### config.mk
export PLATFORM = sky130hd
export DESIGN_NAME = sd_clk_gen
export DESIGN_NICKNAME = d
export VERILOG_FILES = /design/src/rtl/sd_clk_gen.sv
export SDC_FILE = /design/constraint.sdc
export NUM_CORES = 1
export LEC_CHECK = 0
export BUFFER_PORTS_ARGS = -buffer_cell sky130_fd_sc_hd__buf_2
export CORE_MARGIN = 8
export CORE_UTILIZATION = 50
export DETAILED_ROUTE_END_ITERATION = 10
export PLACE_DENSITY = 0.67
export SKIP_CTS_REPAIR_TIMING = 1
export SYNTH_ARGS = -nofsm -noshare
export SYNTH_HDL_FRONTEND = slang
export SYNTH_SLANG_ARGS = --single-unit
export TNS_END_PERCENT = 100
### constraint.sdc
create_clock -name clk -period 5.8 [get_ports clk]
set_input_delay 0.29 -clock clk [delete_from_list [all_inputs] [get_ports clk]]
set_output_delay 0.29 -clock clk [all_outputs]
set_load 0.03 [all_outputs]
### src/rtl/sd_clk_gen.sv
// rtl/sd_clk_gen.sv - SD clock divider: decodes CSD TRAN_SPEED, serially divides, drives sd_clk.
// Define CLKDIV_ROUND_UP_EN to round the period count up so sd_clk never exceeds the decoded rate.
module sd_clk_gen #(
    parameter logic [31:0] SYS_CLK_HZ = 32'd50_000_000,
    parameter int          COUNT_W    = 16
) (
    input  logic               clk,
    input  logic               reset,
    input  logic               start,
    input  logic [7:0]         tran_speed,
    input  logic               init_mode,
    input  logic               sd_clk_en,
    output logic               busy,
    output logic               ok,
    output logic               err,
    output logic [COUNT_W-1:0] count,
    output logic               sd_clk
);

    typedef enum logic [1:0] {IDLE, DECODE, DIV, DONE} state_t;

    localparam logic [COUNT_W-1:0] ONE         = COUNT_W'(1);
    localparam logic [COUNT_W-1:0] RESET_COUNT = COUNT_W'(SYS_CLK_HZ / 32'd400_000);
    localparam logic [COUNT_W:0]   RESET_SUM   = {1'b0, RESET_COUNT} + (COUNT_W+1)'(1);
    localparam logic [COUNT_W-1:0] RESET_H     = (RESET_SUM[COUNT_W:1] == '0) ? ONE : RESET_SUM[COUNT_W:1];
    localparam logic [32:0]        N_MAX       = (33'd1 << COUNT_W) - 33'd1;

    state_t             state_q, state_d;
    logic [7:0]         ts_q, ts_d;
    logic               im_q, im_d;
    logic [31:0]        div_q, div_d;
    logic [31:0]        quo_q, quo_d;
    logic [31:0]        rem_q, rem_d;
    logic [4:0]         bit_q, bit_d;
    logic               ok_q, ok_d;
    logic               err_q, err_d;
    logic [COUNT_W-1:0] count_q, count_d;
    logic               sd_clk_q, sd_clk_d;
    logic [COUNT_W-1:0] half_q, half_d;
    logic [COUNT_W-1:0] h_q, h_d;

    logic [31:0]        mult_w, unit_w, rate;
    logic               dec_err;
    logic [32:0]        rem_sh;
    logic               ge;
    logic [31:0]        rem_nx, quo_nx;
    logic [32:0]        n;
    logic               ovf;
    logic [COUNT_W:0]   h_sum;
    logic [COUNT_W-1:0] h_new;

    // Rate decode from the latched CSD byte
    always_comb begin
        mult_w = 32'd0;
        case (ts_q[6:3])
            4'h1: mult_w = 32'd10;
            4'h2: mult_w = 32'd12;
            4'h3: mult_w = 32'd13;
            4'h4: mult_w = 32'd15;
            4'h5: mult_w = 32'd20;
            4'h6: mult_w = 32'd25;
            4'h7: mult_w = 32'd30;
            4'h8: mult_w = 32'd35;
            4'h9: mult_w = 32'd40;
            4'hA: mult_w = 32'd45;
            4'hB: mult_w = 32'd50;
            4'hC: mult_w = 32'd55;
            4'hD: mult_w = 32'd60;
            4'hE: mult_w = 32'd70;
            4'hF: mult_w = 32'd80;
            default: mult_w = 32'd0;
        endcase
        unit_w = 32'd0;
        case (ts_q[2:0])
            3'd0: unit_w = 32'd10_000;
            3'd1: unit_w = 32'd100_000;
            3'd2: unit_w = 32'd1_000_000;
            3'd3: unit_w = 32'd10_000_000;
            default: unit_w = 32'd0;
        endcase
        dec_err = !im_q && (ts_q[7] || (ts_q[2:0] > 3'd3) || (ts_q[6:3] == 4'h0));
        rate    = im_q ? 32'd400_000 : mult_w * unit_w;
    end

    // One restoring-division step; the dividend shifts out of quo_q as quotient bits shift in
    always_comb begin
        rem_sh = {rem_q, quo_q[31]};
        ge     = rem_sh >= {1'b0, div_q};
        rem_nx = ge ? 32'(rem_sh - {1'b0, div_q}) : rem_sh[31:0];
        quo_nx = {quo_q[30:0], ge};
`ifdef CLKDIV_ROUND_UP_EN
        n = {1'b0, quo_nx} + {32'd0, (rem_nx != 32'd0)};
`else
        n = {1'b0, quo_nx};
`endif
        if (n == 33'd0) begin
            n = 33'd1;
        end
        ovf = n > N_MAX;
    end

    always_comb begin
        state_d = state_q;
        ts_d    = ts_q;
        im_d    = im_q;
        div_d   = div_q;
        quo_d   = quo_q;
        rem_d   = rem_q;
        bit_d   = bit_q;
        ok_d    = 1'b0;
        err_d   = 1'b0;
        count_d = count_q;
        case (state_q)
            IDLE: begin
                if (start) begin
                    ts_d    = tran_speed;
                    im_d    = init_mode;
                    state_d = DECODE;
                end
            end
            DECODE: begin
                if (dec_err) begin
                    err_d   = 1'b1;
                    state_d = DONE;
                end else begin
                    div_d   = rate;
                    quo_d   = SYS_CLK_HZ;
                    rem_d   = 32'd0;
                    bit_d   = 5'd0;
                    state_d = DIV;
                end
            end
            DIV: begin
                quo_d = quo_nx;
                rem_d = rem_nx;
                bit_d = bit_q + 5'd1;
                if (bit_q == 5'd31) begin
                    state_d = DONE;
                    if (ovf) begin
                        err_d = 1'b1;
                    end else begin
                        ok_d    = 1'b1;
                        count_d = n[COUNT_W-1:0];
                    end
                end
            end
            DONE: state_d = IDLE;
            default: state_d = IDLE;
        endcase
    end

    // A new half period is only picked up at a falling edge or while stopped low
    always_comb begin
        h_sum    = {1'b0, count_q} + (COUNT_W+1)'(1);
        h_new    = (h_sum[COUNT_W:1] == '0) ? ONE : h_sum[COUNT_W:1];
        sd_clk_d = sd_clk_q;
        half_d   = half_q;
        h_d      = h_q;
        if (sd_clk_q) begin
            if (half_q == h_q - ONE) begin
                sd_clk_d = 1'b0;
                half_d   = '0;
                h_d      = h_new;
            end else begin
                half_d = half_q + ONE;
            end
        end else if (!sd_clk_en) begin
            half_d = '0;
            h_d    = h_new;
        end else if (half_q == h_q - ONE) begin
            sd_clk_d = 1'b1;
            half_d   = '0;
        end else begin
            half_d = half_q + ONE;
        end
    end

    always_ff @(posedge clk or negedge reset) begin
        if (!reset) begin
            state_q  <= IDLE;
            ts_q     <= 8'd0;
            im_q     <= 1'b0;
            div_q    <= 32'd0;
            quo_q    <= 32'd0;
            rem_q    <= 32'd0;
            bit_q    <= 5'd0;
            ok_q     <= 1'b0;
            err_q    <= 1'b0;
            count_q  <= RESET_COUNT;
            sd_clk_q <= 1'b0;
            half_q   <= '0;
            h_q      <= RESET_H;
        end else begin
            state_q  <= state_d;
            ts_q     <= ts_d;
            im_q     <= im_d;
            div_q    <= div_d;
            quo_q    <= quo_d;
            rem_q    <= rem_d;
            bit_q    <= bit_d;
            ok_q     <= ok_d;
            err_q    <= err_d;
            count_q  <= count_d;
            sd_clk_q <= sd_clk_d;
            half_q   <= half_d;
            h_q      <= h_d;
        end
    end

    assign busy   = (state_q != IDLE);
    assign ok     = ok_q;
    assign err    = err_q;
    assign count  = count_q;
    assign sd_clk = sd_clk_q;

endmodule

==> impl_metrics.tcl, run 1 <==
set metrics [dict create \
    status "finished, violations left" \
    violations "hold timing, setup timing" \
    diodes 0 \
    r2r_start "ts_q[3]$_DFFE_PN0P_" \
    drv_cap 0 \
    final-instance-count-excl-fill 2009 \
    async_flop_share 1.00 \
    die_h_um 183 \
    drc 0 \
    yosysUniqueCellTypes 69 \
    grt_max_degree 100 \
    synth_area_leaders "dfrtp_1 26%, ha_1 18%, fa_1 9.6%, inv_1 6.0%, nand2_1 3.1%" \
    hpwl_mm 24.9 \
    vias_per_cell 5.42 \
    hp-class "primary input to async pin" \
    rr_worst_depth 28 \
    hold_ws_ns -0.0870 \
    initial_core_util 0.505 \
    synth_edf_count 0 \
    insertion_delay_ns 0.44 \
    wirelength_mm 32.7 \
    drive_gt1_frac 0.264 \
    place.gp.congestion 0.917 \
    yosysWarningCount 0 \
    synthToLayoutAreaGrowth_pct 22.3 \
    fin_crit_sh 1.10 \
    ys_ff_latch 159 \
    ant_nets 0 \
    critical_path.max_stage_delay_ns 0.56 \
    rsz0062_at_grt "true" \
    nets 1897 \
    drt-wirelength-per-cell_um 16.3 \
    worstMarginPinSlew_ns 1.03 \
    core_area_sq_um 27600 \
    max_slew_margin 0.313 \
    start_kind "register" \
    syn-instance-count 1470 \
    drv_slew 0 \
    grt_pass1_vias 10800 \
    clock_skew_ns 0.0130 \
    die_w_um 183 \
    grt_pass1_wl_mm 53.0 \
    final_cell_mix "189 x inv_1, 144 x dfrtp_1, 141 x ha_1" \
    rows 61 \
    htree_levels 4 \
    finalSetupViolCount 17 \
    numCtsBuffers 17 \
    ff_latch_area_sq_um 4000 \
    worst_slack_ns -0.560 \
    ff2ff_setup_slack_ns -0.56 \
    syn-num-nets 1748 \
    gr-total-overflow 0 \
    grt.total_usage 0.193 \
    die_area_sq_um 33400 \
    first_pass_iters 5 \
    fmax_mhz 157 \
    synth_top_area_share 0.265 \
    worstReg2RegEnd "div_q[20]$_DFFE_PN0P_" \
    drt_iter0_markers 578 \
    dp.cells 1965 \
    clkSinkCount 159 \
    grt_antenna_before_repair 0 \
    period_needed_ns 6.36 \
    vias 10900 \
    final_common_cell "inv_1" \
    clk_transition_reported_paths_ns 0.07 \
    multi_input_area_sq_um 9850 \
    worstSetupEndpointType "register" \
    critPathArrivalTime_ns 6.67 \
    timing.final.hold_violations 39 \
    synth_ff_type "dfrtp_1" \
    cts_tree "yes" \
    nFillCells 2309 \
    synth_top_cell_by_area "dfrtp_1" \
    port_buffers 32 \
    netlist_area_sq_um 13900 \
    root_buffer "clkbuf_16" \
    required_ns 6.11 \
    crit_type "register to register" \
    ys_seq_area_frac 0.287 \
    pin_count 33 \
    avgSynthCellArea_sq_um 9.46 \
    crit_fanout 6 \
    critPathSlowestCell "fa_2" \
    clockBufferDepth 2 \
]
==> cells in the mapped netlist, drive strengths merged, types with 4 or more instances <==
library cell	count
nor4	14
nand2b	9
dfrtp	147
dfstp	12
a21o	15
a22o	28
nor2	80
ha	198
a31oi	5
nand4	6
or3	9
nor2b	9
nand3	34
o22a	12
xnor2	49
o21ai	71
o31ai	11
nor3	24
o21bai	9
and4	5
inv	222
or4	4
and3	16
mux2	38
a32oi	7
and2	8
nand2	115
o21a	12
or2	10
clkbuf	41
o211ai	12
a211oi	5
mux2i	31
buf	4
fa	67
a21oi	49
xor2	33
a22oi	6
==> state kept, by name, summed over array words and instances (netlist names) <==
name,flops
ts_q,8
ok,1
state_q,2
count,16
quo_q,32
half_q,16
im_q,1
bit_q,5
err,1
rem_q,32
h_q,16
div_q,28
sd_clk,1
==> stage by stage <==
stage / utilization / hold slack (ns) / setup WS, ns / cell area [sq um] / setup TNS (ns)
2_1_floorplan: - / -0.00559 / -0.369 / 14200 / -2.04
3_3_place_gp: 0.569 / 0.460 / -0.600 / 15700 / -6.87
3_5_place_dp: 0.569 / 0.462 / -0.691 / 15700 / -8.48
4_1_cts: 0.590 / -0.000160 / -0.732 / 16300 / -9.11
5_1_grt: 0.617 / 0.0248 / -0.772 / 17000 / -9.43
6_report: 0.617 / -0.0870 / -0.560 / 17000 / -5.85
==> per-layer routing <==
layer	share of wire	up-vias	GRT usage
met5	0	-	0
met4	0.017	0	0.0476
met2	0.50	146	0.329
li1	-	5352	-
met3	0.022	40	0.0241
met1	0.46	5342	0.257
==> critical path, delay by kind of cell (launching register included) <==
| kind | cells | cell delay [ns] |
|---|---|---|
| AOI/OAI and AO/OA | 5 | 0.61 |
| DFF | 1 | 0.44 |
| adders and majority gates | 9 | 3.11 |
| xor gates and xnor gates | 1 | 0.14 |
| and+or+nand+nor | 5 | 1.15 |
| buffers and inverters | 7 | 0.59 |
| muxes | 1 | 0.20 |
==> how the worst max path moves through the flow <==
stage,start,end,slack [ns]
5_1_grt,ts_q[3]$_DFFE_PN0P_,div_q[20]$_DFFE_PN0P_,-0.77
4_1_cts,ts_q[3]$_DFFE_PN0P_,div_q[28]$_DFFE_PN0P_,-0.73
3_5_place_dp,ts_q[3]$_DFFE_PN0P_,div_q[28]$_DFFE_PN0P_,-0.69
6_report,ts_q[3]$_DFFE_PN0P_,div_q[20]$_DFFE_PN0P_,-0.56
3_3_place_gp,ts_q[3]$_DFFE_PN0P_,div_q[28]$_DFFE_PN0P_,-0.60
2_1_floorplan,ts_q[3]$_DFFE_PN0P_,div_q[28]$_DFFE_PN0P_,-0.37
==> area by class of cell <==
| type | instances | area share |
|---|---|---|
| sequential | 159 | 0.235 |
| inverter | 222 | 0.0496 |
| tap | 378 | 0.0278 |
| timing repair buffer | 175 | 0.0747 |
| clock buffer | 18 | 0.0258 |
| multi-input combinational | 1044 | 0.579 |
| clock inverter | 13 | 0.00765 |
==> kinds of logic after synthesis <==
logic type,after synthesis,share of synthesized area
buffers and inverters,267,0.0730
xor gates and xnor gates,82,0.0517
adders and majority gates,265,0.275
and+or+nand+nor,356,0.124
DFF,159,0.287
muxes,69,0.0553
AOI/OAI and AO/OA,272,0.134
Power of run 1 is not shown: default switching activity piles up to over one toggle a cycle in this logic, so the estimate is an artifact.
==> run 2: changes to the inputs <==
Settings changed: REMOVE_ABC_BUFFERS set to 1.
==> run 2 against run 1 <==
Effect of this change:
- the flow still finishes with violations (hold timing, setup timing)
- final cell count is 0.55% higher
- flip-flop and latch count stayed put
- critical path depth is 2 lower
- maximum frequency is 1.1% lower
- routed wire length is 3.8% lower
- hold slack better by 0.014 ns
- setup slack worse by 0.069 ns
- via count is 1.8% lower
- register-to-register slack worse by 0.07 ns
- first-iteration DRC count is 9.7% lower
- sequential share of layout area hardly changed
==> impl_metrics.tcl, run 2 (synthesis gave the netlist of run 1 again) <==
set metrics [dict create \
    crit_type "register to register" \
    clockBufferDepth 2 \
    synthToLayoutAreaGrowth_pct 22.0 \
    clkSinkCount 159 \
    ant_nets 0 \
    nFillCells 2251 \
    grt_max_degree 92 \
    drt-wirelength-per-cell_um 15.6 \
    critPathSlowestCell "or4_4" \
    critPathArrivalTime_ns 6.76 \
    grt_pass1_wl_mm 50.3 \
    rsz0062_at_grt "true" \
    worstMarginPinSlew_ns 1.05 \
    core_area_sq_um 27600 \
    rows 61 \
    timing.final.hold_violations 70 \
    die_h_um 183 \
    fmax_mhz 156 \
    vias 10700 \
    required_ns 6.13 \
    hpwl_mm 24.0 \
    final_common_cell "inv_1" \
    htree_levels 4 \
    r2r_start "ts_q[3]$_DFFE_PN0P_" \
    max_slew_margin 0.303 \
    root_buffer "clkbuf_16" \
    violations "hold timing, setup timing" \
    finalCoreUtilization 0.616 \
    ff_latch_area_sq_um 4000 \
    nets 1907 \
    clock_skew_ns 0.0189 \
    port_buffers 32 \
    pin_count 33 \
    diodes 0 \
    critical_path.max_stage_delay_ns 0.54 \
    grt_pass1_vias 10500 \
    insertion_delay_ns 0.43 \
    finalSetupViolCount 17 \
    rr_worst_depth 26 \
    hp-class "primary input to async pin" \
    multi_input_area_sq_um 9710 \
    grt.total_usage 0.182 \
    worstReg2RegEnd "div_q[28]$_DFFE_PN0P_" \
    crit_fanout 4 \
    gr-total-overflow 0 \
    worst_slack_ns -0.630 \
    critPathLaunch "ts_q[3]$_DFFE_PN0P_" \
    drc 0 \
    grt_antenna_before_repair 0 \
    die_w_um 183 \
    wirelength_mm 31.5 \
    hold_ws_ns -0.0730 \
    cts_tree "yes" \
    status "finished, violations left" \
    drive_gt1_frac 0.257 \
    drv_slew 0 \
    fin_crit_sh 1.11 \
    die_area_sq_um 33400 \
    worstSetupEndpointType "register" \
    initial_core_util 0.505 \
    place.gp.congestion 0.958 \
    start_kind "register" \
    vias_per_cell 5.29 \
    ff2ff_setup_slack_ns -0.63 \
    top_regs "quo_q x32, rem_q x32, div_q x28" \
    crit_path_end "div_q[28]$_DFFE_PN0P_" \
    drv_cap 0 \
    drt_iter0_markers 522 \
    numCtsBuffers 17 \
    first_pass_iters 4 \
    clk_transition_reported_paths_ns 0.07 \
    final_cell_mix "195 x inv_1, 151 x ha_1, 146 x dfrtp_1" \
    period_needed_ns 6.43 \
]
## run 2: cell types whose count changed in the layout (fill, tap and decap cells not counted), sizes merged
cell | before | now
buf | 175 | 185
bufinv | 1 | 3
clkinvlp | 3 | 1
clkinv | 5 | 3
clkbuf | 18 | 21
## run 2: worst min path at each step
stage	from	to	slack [ns]	cells past startpoint
after global placement	reset	rem_q[29]$_DFFE_PN0P_	0.42	1
after floorplan	reset	bit_q[0]$_DFFE_PN0P_	-0.006	0
final	reset	rem_q[30]$_DFFE_PN0P_	-0.07	1
after CTS	reset	rem_q[30]$_DFFE_PN0P_	-0.04	1
after detailed placement	reset	rem_q[29]$_DFFE_PN0P_	0.42	1
after global routing	reset	rem_q[30]$_DFFE_PN0P_	-0.0009	1
## run 2: cell type report
type	count	area share
flip-flops and latches	159	0.235
well taps	378	0.0279
multi-input cells	1044	0.572
clock inverters	11	0.00915
clock buffers	21	0.0266
inverters	222	0.0491
repair buffers	185	0.0795
## run 2: metal layers
metal	up-vias	GRT usage	wire, um
met4	0	0.0508	580
li1	5345	-	-
met5	-	0	0
met2	156	0.323	15900
met3	41	0.0263	739
met1	5147	0.228	14200
## run 2: stage by stage
step	setup WS [ns]	instance area, sq um	setup TNS [ns]	cells
floorplan	-0.756	13700	-9.04	1425
global placement	-0.827	15400	-11.30	1970
detailed placement	-0.973	15400	-13.69	1970
CTS	-0.980	16000	-14.03	2002
global route	-0.887	17000	-10.61	2020
finish	-0.630	17000	-6.86	2020
## run 2: worst max-delay path, delay by kind of cell, from the launching register on
kind,cells,cell delay (ns)
adders and majority gates,9,3.16
AOI/OAI and AO/OA,6,1.15
and+or+nand+nor,4,1.12
DFF,1,0.39
buffers and inverters,6,0.36
xor gates and xnor gates,1,0.15
Power of run 2 is left out for the same reason.
